File: config.mk
export PLATFORM = sky130hd
export DESIGN_NAME = pixel_block_writer_flat
export DESIGN_NICKNAME = d
export VERILOG_FILES = /design/src/rtl/pixel_block_writer_if.sv /design/src/rtl/pixel_block_writer.sv /design/src/flat_wrapper.sv
export SDC_FILE = /design/constraint.sdc
export NUM_CORES = 1
export LEC_CHECK = 0
export BUFFER_PORTS_ARGS = -buffer_cell sky130_fd_sc_hd__clkbuf_2
export CORE_AREA = 5 5 252 254
export DETAILED_ROUTE_END_ITERATION = 8
export DIE_AREA = 0 0 257 259
export HOLD_SLACK_MARGIN = 0.03
export PLACE_DENSITY_LB_ADDON = 0.2
export SLEW_MARGIN = 0
export SYNTH_ARGS = -nofsm -noshare
export SYNTH_HDL_FRONTEND = slang
export SYNTH_SLANG_ARGS = --single-unit
File: constraint.sdc
create_clock -name clk -period 5.4 [get_ports clk]
set_clock_uncertainty 0.1 [all_clocks]
set_input_delay 1.62 -clock clk [delete_from_list [all_inputs] [get_ports clk]]
set_output_delay 1.62 -clock clk [all_outputs]
set_load 0.05 [all_outputs]
File: src/rtl/pixel_block_writer_if.sv
// Pixel stream plus VRAM block load/save bus seen by pixel_block_writer.
// The writer sits on the slave side; the rasteriser/memory model uses master.
interface pixel_block_writer_if #(
  parameter int LANES     = 2,
  parameter int BLOCK_PIX = 16,
  parameter int ADR_W     = 15
);
  localparam int SLOT_W = (BLOCK_PIX / LANES > 1) ? $clog2(BLOCK_PIX / LANES) : 1;
  localparam int DATA_W = 16 * BLOCK_PIX;

  logic [LANES-1:0]     i_pixValid;
  logic [16*LANES-1:0]  i_pixData;
  logic [ADR_W-1:0]     i_blockAdr;
  logic [SLOT_W-1:0]    i_slot;
  logic                 i_needBG;
  logic                 i_flush;
  logic                 o_stall;
  logic [16*LANES-1:0]  o_bgPixels;
  logic                 o_loadReq;
  logic [ADR_W-1:0]     o_loadAdr;
  logic                 i_loadValid;
  logic [DATA_W-1:0]    i_loadData;
  logic                 o_saveReq;
  logic [ADR_W-1:0]     o_saveAdr;
  logic [DATA_W-1:0]    o_saveData;
  logic [BLOCK_PIX-1:0] o_saveMask;
  logic                 i_saveAck;
  logic                 o_idle;

  modport slave (
    input  i_pixValid, i_pixData, i_blockAdr, i_slot, i_needBG, i_flush,
    input  i_loadValid, i_loadData, i_saveAck,
    output o_stall, o_bgPixels, o_loadReq, o_loadAdr,
    output o_saveReq, o_saveAdr, o_saveData, o_saveMask, o_idle
  );

  modport master (
    output i_pixValid, i_pixData, i_blockAdr, i_slot, i_needBG, i_flush,
    output i_loadValid, i_loadData, i_saveAck,
    input  o_stall, o_bgPixels, o_loadReq, o_loadAdr,
    input  o_saveReq, o_saveAdr, o_saveData, o_saveMask, o_idle
  );
endinterface

File: src/rtl/pixel_block_writer.sv
// Single-block write-back cache between the pixel pipeline and VRAM: gathers
// lane writes into one block buffer, loading it first when blending needs it.
module pixel_block_writer #(
  parameter int LANES     = 2,
  parameter int BLOCK_PIX = 16,
  parameter int ADR_W     = 15
) (
  input  logic                 clk,
  input  logic                 i_rst,
  pixel_block_writer_if.slave  bus
);
  localparam int DATA_W = 16 * BLOCK_PIX;
  localparam int PIX_W  = (BLOCK_PIX > 1) ? $clog2(BLOCK_PIX) : 1;

  typedef enum logic [1:0] {S_EMPTY, S_LOAD, S_ACTIVE, S_SAVE} state_t;

  state_t               state_q, state_d;
  logic [ADR_W-1:0]     cur_adr_q, cur_adr_d;
  logic [DATA_W-1:0]    buf_q, buf_d;
  logic [BLOCK_PIX-1:0] dirty_q, dirty_d;
  logic                 flush_pend_q, flush_pend_d;
  logic                 present, accept, stall, open_blk;
  logic [PIX_W-1:0]     wr_idx;

  assign present = |bus.i_pixValid;

  always_comb begin
    state_d      = state_q;
    cur_adr_d    = cur_adr_q;
    buf_d        = buf_q;
    dirty_d      = dirty_q;
    flush_pend_d = flush_pend_q;
    accept       = 1'b0;
    stall        = 1'b0;
    open_blk     = 1'b0;
    wr_idx       = '0;

    case (state_q)
      S_EMPTY: open_blk = present;
      S_ACTIVE: begin
        if (present) begin
          if (bus.i_blockAdr == cur_adr_q) begin
            accept = 1'b1;
          end else if (|dirty_q) begin
            stall   = 1'b1;
            state_d = S_SAVE;
          end else begin
            // Clean block: nothing to write back, so reopen in place.
            open_blk = 1'b1;
          end
        end
      end
      S_LOAD: begin
        stall = present;
        if (bus.i_flush) flush_pend_d = 1'b1;
        if (bus.i_loadValid) begin
          buf_d        = bus.i_loadData;
          dirty_d      = '0;
          flush_pend_d = 1'b0;
          state_d      = (flush_pend_q || bus.i_flush) ? S_EMPTY : S_ACTIVE;
        end
      end
      S_SAVE: begin
        stall = present;
        if (bus.i_flush) flush_pend_d = 1'b1;
        if (bus.i_saveAck) begin
          dirty_d      = '0;
          flush_pend_d = 1'b0;
          state_d      = S_EMPTY;
        end
      end
      default: state_d = S_EMPTY;
    endcase

    if (open_blk) begin
      cur_adr_d = bus.i_blockAdr;
      if (bus.i_needBG) begin
        stall   = 1'b1;
        state_d = S_LOAD;
      end else begin
        accept  = 1'b1;
        state_d = S_ACTIVE;
      end
    end

    if (accept) begin
      for (int k = 0; k < LANES; k++) begin
        if (bus.i_pixValid[k]) begin
          wr_idx = PIX_W'(int'(bus.i_slot) * LANES + k);
          buf_d[{wr_idx, 4'b0000} +: 16] = bus.i_pixData[16*k +: 16];
          dirty_d[wr_idx] = 1'b1;
        end
      end
    end

    // Flush sees the dirty mask including any pixel accepted on this edge.
    if (bus.i_flush && (state_q == S_EMPTY || state_q == S_ACTIVE)) begin
      if (state_d == S_LOAD) begin
        flush_pend_d = 1'b1;
      end else if (|dirty_d) begin
        flush_pend_d = 1'b1;
        state_d      = S_SAVE;
      end else begin
        state_d = S_EMPTY;
      end
    end
  end

  always_ff @(posedge clk) begin
    if (i_rst) begin
      state_q      <= S_EMPTY;
      cur_adr_q    <= '0;
      dirty_q      <= '0;
      flush_pend_q <= 1'b0;
    end else begin
      state_q      <= state_d;
      cur_adr_q    <= cur_adr_d;
      dirty_q      <= dirty_d;
      flush_pend_q <= flush_pend_d;
    end
  end

  always_ff @(posedge clk) begin
    buf_q <= buf_d;
  end

  for (genvar k = 0; k < LANES; k++) begin : g_bg
    logic [PIX_W-1:0] bg_idx;
    assign bg_idx = PIX_W'(int'(bus.i_slot) * LANES + k);
    assign bus.o_bgPixels[16*k +: 16] = buf_q[{bg_idx, 4'b0000} +: 16];
  end

  assign bus.o_stall    = stall;
  assign bus.o_loadReq  = (state_q == S_LOAD);
  assign bus.o_loadAdr  = cur_adr_q;
  assign bus.o_saveReq  = (state_q == S_SAVE);
  assign bus.o_saveAdr  = cur_adr_q;
  assign bus.o_saveData = buf_q;
  assign bus.o_saveMask = dirty_q;
  assign bus.o_idle     = (state_q == S_EMPTY) && !flush_pend_q;
endmodule
File: src/flat_wrapper.sv
// flat-port wrapper written by rule: the top's interface ports become plain ports
module pixel_block_writer_flat 
#(
  parameter int LANES     = 2,
  parameter int BLOCK_PIX = 16,
  parameter int ADR_W     = 15
)
  (clk, i_rst, bus_i_pixValid, bus_i_pixData, bus_i_blockAdr, bus_i_slot, bus_i_needBG, bus_i_flush, bus_i_loadValid, bus_i_loadData, bus_i_saveAck, bus_o_stall, bus_o_bgPixels, bus_o_loadReq, bus_o_loadAdr, bus_o_saveReq, bus_o_saveAdr, bus_o_saveData, bus_o_saveMask, bus_o_idle);
  pixel_block_writer_if #(.LANES(LANES), .BLOCK_PIX(BLOCK_PIX), .ADR_W(ADR_W)) bus_i ();
  input  logic clk;
  input  logic i_rst;
  input wire logic [$bits(bus_i.i_pixValid)-1:0] bus_i_pixValid;
  input wire logic [$bits(bus_i.i_pixData)-1:0] bus_i_pixData;
  input wire logic [$bits(bus_i.i_blockAdr)-1:0] bus_i_blockAdr;
  input wire logic [$bits(bus_i.i_slot)-1:0] bus_i_slot;
  input wire logic [$bits(bus_i.i_needBG)-1:0] bus_i_needBG;
  input wire logic [$bits(bus_i.i_flush)-1:0] bus_i_flush;
  input wire logic [$bits(bus_i.i_loadValid)-1:0] bus_i_loadValid;
  input wire logic [$bits(bus_i.i_loadData)-1:0] bus_i_loadData;
  input wire logic [$bits(bus_i.i_saveAck)-1:0] bus_i_saveAck;
  output wire logic [$bits(bus_i.o_stall)-1:0] bus_o_stall;
  output wire logic [$bits(bus_i.o_bgPixels)-1:0] bus_o_bgPixels;
  output wire logic [$bits(bus_i.o_loadReq)-1:0] bus_o_loadReq;
  output wire logic [$bits(bus_i.o_loadAdr)-1:0] bus_o_loadAdr;
  output wire logic [$bits(bus_i.o_saveReq)-1:0] bus_o_saveReq;
  output wire logic [$bits(bus_i.o_saveAdr)-1:0] bus_o_saveAdr;
  output wire logic [$bits(bus_i.o_saveData)-1:0] bus_o_saveData;
  output wire logic [$bits(bus_i.o_saveMask)-1:0] bus_o_saveMask;
  output wire logic [$bits(bus_i.o_idle)-1:0] bus_o_idle;
  assign bus_i.i_pixValid = bus_i_pixValid;
  assign bus_i.i_pixData = bus_i_pixData;
  assign bus_i.i_blockAdr = bus_i_blockAdr;
  assign bus_i.i_slot = bus_i_slot;
  assign bus_i.i_needBG = bus_i_needBG;
  assign bus_i.i_flush = bus_i_flush;
  assign bus_i.i_loadValid = bus_i_loadValid;
  assign bus_i.i_loadData = bus_i_loadData;
  assign bus_i.i_saveAck = bus_i_saveAck;
  assign bus_o_stall = bus_i.o_stall;
  assign bus_o_bgPixels = bus_i.o_bgPixels;
  assign bus_o_loadReq = bus_i.o_loadReq;
  assign bus_o_loadAdr = bus_i.o_loadAdr;
  assign bus_o_saveReq = bus_i.o_saveReq;
  assign bus_o_saveAdr = bus_i.o_saveAdr;
  assign bus_o_saveData = bus_i.o_saveData;
  assign bus_o_saveMask = bus_i.o_saveMask;
  assign bus_o_idle = bus_i.o_idle;
  pixel_block_writer #(.LANES(LANES), .BLOCK_PIX(BLOCK_PIX), .ADR_W(ADR_W)) u_core (.clk(clk), .i_rst(i_rst), .bus(bus_i));
endmodule
After elaboration in Yosys (flattened, before gate mapping)

Cells that the tools add are included.

Register bits after elaboration: 290
Bits in latches: 0
Memory bits (writable): 0
Memory bits (read-only): 0
Bits of input ports: 314
Output and inout port bits: 338
Word-level logic and storage cells: 90
Memories kept: 0

Add/subtract/negate cells: 3
$mul: 0
Divide/modulo/power cells: 0
Magnitude comparators: 4
Equal/unequal tests: 5
Shift-type cells: 6
Multiplexer cells: 53
Bitwise operators: 2
Reductions and logical operators: 12

Operators with widths:

| operator                                                           | number |
|---|---|
| two-way mux 256 bit                                                | 6 |
| bitwise mux 256 bit                                                | 2 |
| variable shift 16 x 10 -> 256 bit (first input constant)           | 2 |
| indexed part select 16 x 10 -> 256 bit                             | 2 |
| indexed part select 256 x 9 -> 16 bit                              | 2 |
| two-way mux 16 bit                                                 | 6 |
| one-hot mux 16 bit (2 select lines)                                | 1 |
| OR reduction 16 bit                                                | 2 |
| two-way mux 2 bit                                                  | 11 |
| two-way mux 1 bit                                                  | 21 |
| negation 8 -> 10 bit                                               | 2 |
| bitwise OR 16 x 15 -> 16 bit                                       | 1 |
| bitwise OR 16 bit                                                  | 1 |
| == test 15 bit                                                     | 1 |
| < comparator 4 x 5 -> 1 bit (second input constant)                | 2 |
| greater-or-equal comparator 4 x 1 -> 1 bit (second input constant) | 2 |
| one-hot mux 1 bit (2 select lines)                                 | 3 |
| one-hot mux 2 bit (3 select lines)                                 | 1 |
| adder 4 x 1 -> 4 bit (second input constant)                       | 1 |
| demux 1 bit (select 4 bit)                                         | 1 |
| == test 2 x 1 -> 1 bit (second input constant)                     | 2 |
| == test 2 bit (second input constant)                              | 2 |
| logical AND 1 bit                                                  | 4 |
| OR reduction 2 bit                                                 | 2 |
| other kinds (4)                                                    | 5 |

Longest topological paths before layout

Gate-level depths: netlist (run 1).

Depth after elaboration: 14
Depth in mapped cells: 11

Least setup slack after synthesis (run 1)

Ideal clock, no wire load.

Path kind: input -> output
Start: input bus_i_slot[0]
End: output bus_o_bgPixels[4]
Arrival: 3.920 ns
Path slack: -0.240 ns
Stages on the path: 7
Path buffers: 3
Path through: buf_2 buf_1 clkbuf_1 mux2i_1 nor2_1 a21oi_1 o21ai_0

Word-level cells in the longest chain between the ends: 1

RTL lines:

| what                                  | line                      | RTL |
|---|---|---|
| start, declared                       | flat_wrapper.sv:15        | `input wire logic [$bits(bus_i.i_slot)-1:0] bus_i_slot;` |
| indexed part select 256 x 9 -> 16 bit | pixel_block_writer.sv:130 | `assign bus.o_bgPixels[16*k +: 16] = buf_q[{bg_idx, 4'b0000} +: 16];` |
| end, declared                         | flat_wrapper.sv:22        | `output wire logic [$bits(bus_i.o_bgPixels)-1:0] bus_o_bgPixels;` |

Every way passes these cells.

Worst setup path after layout (run 1)

Start: input bus_i_slot[1]
End: output bus_o_bgPixels[11]

Same word-level chain as after synthesis.

==> results of run 1 <==
-- logic make-up (layout without fill, tap and decap cells) --
family / Yosys count / count (layout)
flip-flops: 290 / 290
XOR/XNOR: 15 / 15
AND/OR/NAND/NOR: 655 / 655
buffers and inverters: 183 / 770
adder cells (fa/ha/maj): 6 / 6
other: 0 / 3
AO/OA/AOI/OAI: 472 / 472
multiplexers: 171 / 171
-- sequential cells by signal, indices dropped and copies added (netlist names) --
register and cells:
u_core.bus.o_saveData 256, u_core.bus.o_saveMask 16, u_core.bus.o_loadAdr 15, u_core.state_q 2, u_core.flush_pend_q 1
-- worst max-delay path by stage --
stage                     slack [ns]                  to
after detailed placement        0.31   bus_o_bgPixels[3]
final                           0.34  bus_o_bgPixels[11]
after floorplan                0.006  bus_o_bgPixels[27]
after global routing            0.28   bus_o_bgPixels[8]
after global placement          0.36   bus_o_bgPixels[3]
after CTS                       0.30  bus_o_bgPixels[12]
-- power by group through the flow --
stage               sequential (µW)  combinational [µW]  clock, µW
floorplan                      7310                2080          0
global placement               4400                7690          0
detailed placement             4370                7730          0
CTS                            4340                7740       2560
global route                   4450                8070       2640
finish                         4350                7700       2510
-- layout make-up --
| type | instances | area [µm²] |
|---|---|---|
| fillers | 6503 | 40900 |
| repair buffers | 698 | 4200 |
| flip-flops and latches | 290 | 5810 |
| inverters | 6 | 22.5 |
| multi-input cells | 1319 | 7870 |
| clock inverters | 12 | 110 |
| diodes | 3 | 7.51 |
| clock buffers | 54 | 1080 |
| well taps | 790 | 988 |
-- synthesized netlist by cell type, drive strengths merged (14+ instances only) --
cell type | number | area share [%]
mux2i | 156 | 11
nand2 | 399 | 11
a22oi | 103 | 5.4
buf | 33 | 1.5
a31oi | 164 | 7.2
o21ai | 26 | 0.91
nand4 | 22 | 0.97
nand3 | 14 | 0.70
clkbuf | 144 | 3.9
nor2 | 176 | 4.6
xnor2 | 15 | 0.92
nor2b | 17 | 0.75
dfxtp | 290 | 41
a21oi | 149 | 5.2
-- stage by stage --
step / instance area, µm² / util [%]
6_report: 20100 / 32.9
2_1_floorplan: 14200 / -
3_3_place_gp: 18900 / 31.0
5_1_grt: 20100 / 32.9
3_5_place_dp: 18900 / 31.0
4_1_cts: 20100 / 32.9
-- critical path, stage by stage --
cell                      delay (ns)
sky130_fd_sc_hd__buf_4          0.21
sky130_fd_sc_hd__nand2_1        0.22
sky130_fd_sc_hd__nor2_4         0.52
sky130_fd_sc_hd__buf_4          0.29
sky130_fd_sc_hd__a22oi_1        0.11
sky130_fd_sc_hd__nand4_1        0.18
sky130_fd_sc_hd__buf_12         0.16
-- metal layers --
metal  vias to the layer above  global-route usage (%)  share of wire [%]
li1                       7474                       -                  -
met4                        14                    5.37                2.2
met3                       118                    6.25                8.3
met2                       822                    40.5                 49
met1                      7750                    28.1                 40
met5                         -                       0               0.10
==> summary.txt, run 1 <==
TIMING
---------------------------------------------------------------------------------
Min Tclk post-route ................................................      5.06 ns
Highest clock frequency the design can meet ........................      198 MHz
Max-Slew Margin vs Limit ...........................................        19.0%
Max-slew violation count ...........................................            0
Number of hold violations in the final report ......................            0
Final setup violation count ........................................            0
RSZ-0062 raised after global routing ...............................           no
Setup TNS ..........................................................         0 ns
Final WS setup .....................................................     0.340 ns
Actual transition at the worst max-transition pin ..................      1.21 ns
Final period util ..................................................        93.7%
Final hold slack ...................................................     0.391 ns

OUTCOME
---------------------------------------------------------------------------------
Outcome ............................................................ finished, final reports clean

POWER
---------------------------------------------------------------------------------
Switching portion of total power ...................................        54.5%
Max rail drop VDD ..................................................   0.000383 V
Total net switching power ..........................................      7940 µW
Combinational group share of total power ...........................        52.9%
Areal power density over the cells .................................   725 nW/µm²
Static leakage power ...............................................   0.00917 µW
Post-layout power ..................................................    14,600 µW
Part of the power in registers .....................................        29.9%
Clk network pwr share ..............................................        17.2%
Cell-internal power ................................................      6620 µW

DETAILED ROUTING
---------------------------------------------------------------------------------
Total DRC errors in the routed layout ..............................            0
Routed wire length .................................................    81,900 µm
Drt initial violations .............................................        1,257
Wirelength per Cell ................................................      25.8 µm
Number of optimization iterations in the first detailed-route pass .            6
Detail Route Antenna Nets ..........................................            0
Via count ..........................................................       16,200
Average via count per standard cell ................................         5.10

SYNTH
---------------------------------------------------------------------------------
Post-Synthesis Net Count ...........................................        2,112
Mapped Cells .......................................................        1,792
Unique masters post-synth ..........................................           49
Post-synthesis sequential area ratio ...............................        40.8%
Most frequently used flop master after synthesis ................... sky130_fd_sc_hd__dfxtp_1
Area of the mapped netlist .........................................   14,200 µm²
Post-synthesis adder-cell area fraction ............................       0.527%
Synth Area per Inst ................................................     7.95 µm²
Register bit count reported by yosys ...............................          290
Synth Warn # .......................................................            0
Async set-reset flop share out of synthesis ........................           0%
Simple-Gate Fraction of Synth Area .................................        18.9%
Main combinational cell family by area after synthesis ............. compound AO/OA/AOI/OAI gates
Synth Area in XOR/XNOR .............................................       0.923%
Mux cell area share after synthesis ................................        12.6%
Count of flip-flops with a built-in enable after synthesis .........            0
Share of the synthesized area in compound gates (AO/OA/AOI/OAI) ....        20.7%

CTS
---------------------------------------------------------------------------------
Root cell of the clock tree ........................................ sky130_fd_sc_hd__clkbuf_16
Number of buffers between clock root and the deepest sink ..........            3
Number of buffers added for setup after CTS ........................            0
Hold buffer count at CTS ...........................................            0
CTS sink cnt .......................................................          290
Clock latency at the later pin of the worst-skew pair ..............      0.55 ns
Clock transition at path regs ......................................      0.06 ns
TritonCTS clock tree ...............................................          yes
Count of H-tree levels built during CTS ............................            2
Total of cells resized after clock tree synthesis ..................            0
Inserted Clock Buffers .............................................           39

CRITICAL PATH
---------------------------------------------------------------------------------
R2r setup slk ......................................................      2.02 ns
Startpoint Class ...................................................   input port
Kind of capture point of the worst setup path ...................... primary output
Worst-path maximum fanout ..........................................           12
Category of the critical setup timing path ......................... input port to primary output
Required time at the endpoint of the critical path .................      3.68 ns
Critical Path Source ............................................... bus_i_slot[1]
Worst reg2reg startpoint ........................................... u_core.bus.o_saveMask[7]$_SDFF_PP0_
Data arrival time at the worst-slack endpoint ......................      3.34 ns
Length in cells of the worst reg-to-reg path .......................            6
Worst reg2reg path endpoint ........................................ u_core.bus.o_saveData[79]$_DFF_P_

DIE
---------------------------------------------------------------------------------
Die outline width ..................................................       257 µm
Area of the placeable core .........................................   61,000 µm²
Starting utilization of the core area ..............................        23.3%
Cell row count .....................................................           91
Die outline area ...................................................   66,600 µm²
Die extent in y ....................................................       259 µm
Count of pins on the block boundary ................................          652

MIN PATH
---------------------------------------------------------------------------------
End point of the worst hold path ................................... u_core.bus.o_saveData[98]$_DFF_P_
Worst Hold Class ................................................... flip-flop to flip-flop
Startpoint of the worst hold path .................................. u_core.bus.o_saveData[98]$_DFF_P_
Instance count along the most critical hold path ...................            2

PLACE
---------------------------------------------------------------------------------
DP HPWL ............................................................    61,500 µm
Setup slack after placement ........................................     0.312 ns
Routability-driven placement congestion ratio ......................        0.934
Buffers added on ports .............................................          651
Post-placement cell count ..........................................        3,103

GLOBAL ROUTE
---------------------------------------------------------------------------------
Gr usage total .....................................................        23.0%
Maximum number of pins on one net before global-route repair .......           89
Total overflow reported by the global router .......................            0
Initial antenna violation count ....................................           13
Vias in the first global route .....................................       16,300
First-pass GRT wire length .........................................   116,000 µm

FINISH
---------------------------------------------------------------------------------
Number of standard cells in the final layout excluding fillers .....        3,172
Area growth, synth to finish .......................................        41.1%
Most used cells in the layout excluding fill and tap cells ......... 620 x sky130_fd_sc_hd__clkbuf_2, 398 x sky130_fd_sc_hd__nand2_1, 290 x sky130_fd_sc_hd__dfxtp_1
Number of nets in the layout .......................................        2,674
Most common cell after layout, fill and taps aside ................. sky130_fd_sc_hd__clkbuf_2
Share of layout cells above drive strength 1 .......................        33.7%

FLOW RUN
---------------------------------------------------------------------------------
Max Cap Violations .................................................            0

Power figures use the tool's default switching activity.
==> inputs of run 2 (changes only) <==
- ABC_AREA: unset -> 1
- CORE_AREA: 5 5 252 254 -> 2 2 252 254
- DIE_AREA: 0 0 257 259 -> 0 0 254 256
==> run 2 against run 1 <==
Effect of this change: cell count rose by 5.6%; non-clock buffer count rose by 19; synthesized cell count rose by 3.6%; global-route usage rose by 1.0 points; count of clock-buffer cells in the layout fell by 2; wire length fell by 0.68%; power fell by 0.19%; via count rose by 2.0%; combinational power rose by 2%; worst hold slack improved by 0.012 ns; register-to-register slack barely moved; first-iteration DRC count rose by 17%; largest cell class unchanged; highest routed layer unchanged.
==> summary.txt, run 2 <==
DETAILED ROUTING
---------------------------------------------------------------------------------
Routed wire length .................................................    81,300 µm
Average via count per standard cell ................................         4.93
Drt initial violations .............................................        1,465
Wirelength per Cell ................................................      24.3 µm
Total DRC errors in the routed layout ..............................            0
Detail Route Antenna Nets ..........................................            0
Via count ..........................................................       16,500
Number of optimization iterations in the first detailed-route pass .            5

CRITICAL PATH
---------------------------------------------------------------------------------
Category of the critical setup timing path ......................... input port to primary output
Startpoint Class ...................................................   input port
Required time at the endpoint of the critical path .................      3.68 ns
CP peak stage delay ................................................      0.28 ns
R2r setup slk ......................................................      2.02 ns
Most common cell on crit path ...................................... sky130_fd_sc_hd__buf_4
Kind of capture point of the worst setup path ...................... primary output
Critical path buffers and inverters ................................            6
Gate family responsible for the most delay along the worst path .... buffers and inverters
Data arrival time at the worst-slack endpoint ......................      3.39 ns
Cells along the critical path ...................................... clkbuf_2 > buf_4 > nor2_1 > inv_1 > nor2_4 > clkinv_1 > buf_4 > o22ai_1 > a221oi_1 > o2111ai_1 > buf_12
Critical-path cell with the highest stage delay .................... sky130_fd_sc_hd__o2111ai_1
Worst-path maximum fanout ..........................................            7

SYNTH
---------------------------------------------------------------------------------
Mapped Cells .......................................................        1,856
Post-Synthesis Net Count ...........................................        2,176
Unique masters post-synth ..........................................           41
Area of the mapped netlist .........................................   14,600 µm²
Most frequently used flop master after synthesis ................... sky130_fd_sc_hd__dfxtp_1
Synth area leaders ................................................. sky130_fd_sc_hd__dfxtp_1 40%, sky130_fd_sc_hd__mux2i_1 16%, sky130_fd_sc_hd__nand2_1 9.9%
Most used standard cell by instance count after synthesis .......... sky130_fd_sc_hd__nand2_1
Area fraction of the dominant cell type after synthesis ............        39.8%
Async set-reset flop share out of synthesis ........................           0%
Synth Area per Inst ................................................     7.85 µm²
Synth Warn # .......................................................            0
Post-synthesis sequential area ratio ...............................        39.8%
Ranking of synthesized cells by instance count ..................... 383 x sky130_fd_sc_hd__nand2_1, 290 x sky130_fd_sc_hd__dfxtp_1, 226 x sky130_fd_sc_hd__mux2i_1
Count of flip-flops with a built-in enable after synthesis .........            0
Register bit count reported by yosys ...............................          290
Largest area contributor in the synthesized netlist ................ sky130_fd_sc_hd__dfxtp_1

GLOBAL ROUTE
---------------------------------------------------------------------------------
Total overflow reported by the global router .......................            0
Gr usage total .....................................................        24.0%
Maximum number of pins on one net before global-route repair .......          179
First-pass GRT wire length .........................................   114,000 µm
Vias in the first global route .....................................       16,600
Initial antenna violation count ....................................           18

TIMING
---------------------------------------------------------------------------------
Number of hold violations in the final report ......................            0
Final hold slack ...................................................     0.403 ns
Setup TNS ..........................................................         0 ns
Final period util ..................................................        94.7%
Min Tclk post-route ................................................      5.11 ns
Highest clock frequency the design can meet ........................      196 MHz
Max-slew violation count ...........................................            0
Final setup violation count ........................................            0
Max-Slew Margin vs Limit ...........................................        22.1%
Actual transition at the worst max-transition pin ..................      1.17 ns
RSZ-0062 raised after global routing ...............................           no

PLACE
---------------------------------------------------------------------------------
DP HPWL ............................................................    60,500 µm
Buffers added on ports .............................................          651
Routability-driven placement congestion ratio ......................        0.878

CTS
---------------------------------------------------------------------------------
Number of buffers added for setup after CTS ........................            0
Hold buffer count at CTS ...........................................            0
TritonCTS clock tree ...............................................          yes
Root cell of the clock tree ........................................ sky130_fd_sc_hd__clkbuf_16
Inserted Clock Buffers .............................................           37
Number of buffers between clock root and the deepest sink ..........            3
Clock latency at the later pin of the worst-skew pair ..............      0.55 ns
Count of H-tree levels built during CTS ............................            2
Total of cells resized after clock tree synthesis ..................            0
Clock transition at path regs ......................................      0.06 ns
CTS sink cnt .......................................................          290

DIE
---------------------------------------------------------------------------------
Count of pins on the block boundary ................................          652
Area of the placeable core .........................................   62,400 µm²
Cell row count .....................................................           92
Die outline width ..................................................       254 µm
Die extent in y ....................................................       256 µm
Die outline area ...................................................   65,000 µm²
Starting utilization of the core area ..............................        23.4%

FINISH
---------------------------------------------------------------------------------
Number of nets in the layout .......................................        2,788
Area growth, synth to finish .......................................        40.3%
Max reg flops ......................................................          256
Most used cells in the layout excluding fill and tap cells ......... 633 x sky130_fd_sc_hd__clkbuf_2, 382 x sky130_fd_sc_hd__nand2_1, 290 x sky130_fd_sc_hd__dfxtp_1
Share of layout cells above drive strength 1 .......................        32.3%
Most common cell after layout, fill and taps aside ................. sky130_fd_sc_hd__clkbuf_2

OUTCOME
---------------------------------------------------------------------------------
Outcome ............................................................ finished, final reports clean

POWER
---------------------------------------------------------------------------------
Areal power density over the cells .................................   711 nW/µm²
Max rail drop VDD ..................................................   0.000403 V
Static leakage power ...............................................    0.0108 µW

FLOW RUN
---------------------------------------------------------------------------------
Max Cap Violations .................................................            0

MIN PATH
---------------------------------------------------------------------------------
Worst Hold Class ................................................... flip-flop to flip-flop

==> run 2: cell count changes in the layout (fill, tap and decap cells not counted), sizes merged, moves of 17 or more <==
cell,before,now
a31oi,164,40
a221oi,4,36
o211ai,4,32
mux2i,156,226
nand3,14,76
inv,8,143
a21oi,149,35
o22ai,0,53
nor2,176,126
o21ai,26,152
nor2b,17,0
a22oi,103,31
==> run 2: metal layers <==
layer  global-route usage [%]  vias to the layer above  wire length (µm)
met5                        0                        -                81
met4                     10.4                       12              3330
met3                     6.10                      186              7080
met2                     39.4                      854             38100
met1                     29.6                     7781             32800
li1                         -                     7671                 -
==> run 2: final cells by class <==
class / instances / area (µm²)
Fill cell: 6738 / 41900
Multi-Input combinational cell: 1274 / 7670
Sequential cell: 290 / 5810
Timing Repair Buffer: 717 / 4100
Clock buffer: 52 / 1070
Tap cell: 846 / 1060
Inverter: 148 / 556
Clock inverter: 14 / 151
Antenna cell: 10 / 25.0
==> run 2: kinds of logic (layout without fill, tap and decap cells) <==
| kind of cell | after synthesis | count (layout) | synth area share, % |
|---|---|---|---|
| other | 0 | 10 | 0 |
| adders and majority gates | 6 | 6 | 0.515 |
| xor gates and xnor gates | 1 | 1 | 0.0601 |
| DFF | 290 | 290 | 39.8 |
| muxes | 229 | 229 | 15.8 |
| AOI/OAI and AO/OA | 413 | 413 | 17.8 |
| buffers and inverters | 292 | 931 | 8.21 |
| and+or+nand+nor | 625 | 625 | 17.8 |
==> run 2: worst paths after layout <==
check | startpoint | end | cells past startpoint
max | bus_i_slot[2] | bus_o_bgPixels[29] | 11
min | u_core.bus.o_saveData[237]$_DFF_P_ | u_core.bus.o_saveData[237]$_DFF_P_ | 2
min reg2reg | u_core.bus.o_saveData[237]$_DFF_P_ | u_core.bus.o_saveData[237]$_DFF_P_ | 2
max reg2reg | u_core.bus.o_saveMask[13]$_SDFF_PP0_ | u_core.bus.o_saveData[150]$_DFF_P_ | 12
==> run 2: metrics by stage <==
| stage | area (µm²) | setup WS, ns | power (µW) | cells | util (%) |
|---|---|---|---|---|---|
| after floorplan | 14600 | 0.138 | 9490 | 1856 | - |
| after detailed placement | 19200 | 0.267 | 12000 | 3275 | 30.8 |
| after global routing | 20400 | 0.165 | 15200 | 3351 | 32.8 |
| final | 20400 | 0.288 | 14500 | 3351 | 32.8 |
| after CTS | 20400 | 0.264 | 14600 | 3341 | 32.7 |
| after global placement | 19200 | 0.300 | 12000 | 3275 | 30.8 |
==> run 2: power by group <==
part           internal (µW)  switching (µW)
clock network           1490            1050
logic                   1920            5900
registers               3170            1000
==> run 2: worst reg2reg max path, cell delays in order (launching register included) <==
cell                      delay, ns
sky130_fd_sc_hd__dfxtp_1       0.36
sky130_fd_sc_hd__nor2_1        0.12
sky130_fd_sc_hd__nand2_1       0.05
sky130_fd_sc_hd__nor2_1        0.11
sky130_fd_sc_hd__nand2_1       0.11
sky130_fd_sc_hd__a21oi_2       0.17
sky130_fd_sc_hd__nand3_2       0.35
sky130_fd_sc_hd__nand2_1       0.24
sky130_fd_sc_hd__buf_4         0.33
sky130_fd_sc_hd__nand2_2       0.21
sky130_fd_sc_hd__nor2_2        0.17
sky130_fd_sc_hd__nand3_2       0.61
sky130_fd_sc_hd__o22ai_1       0.36
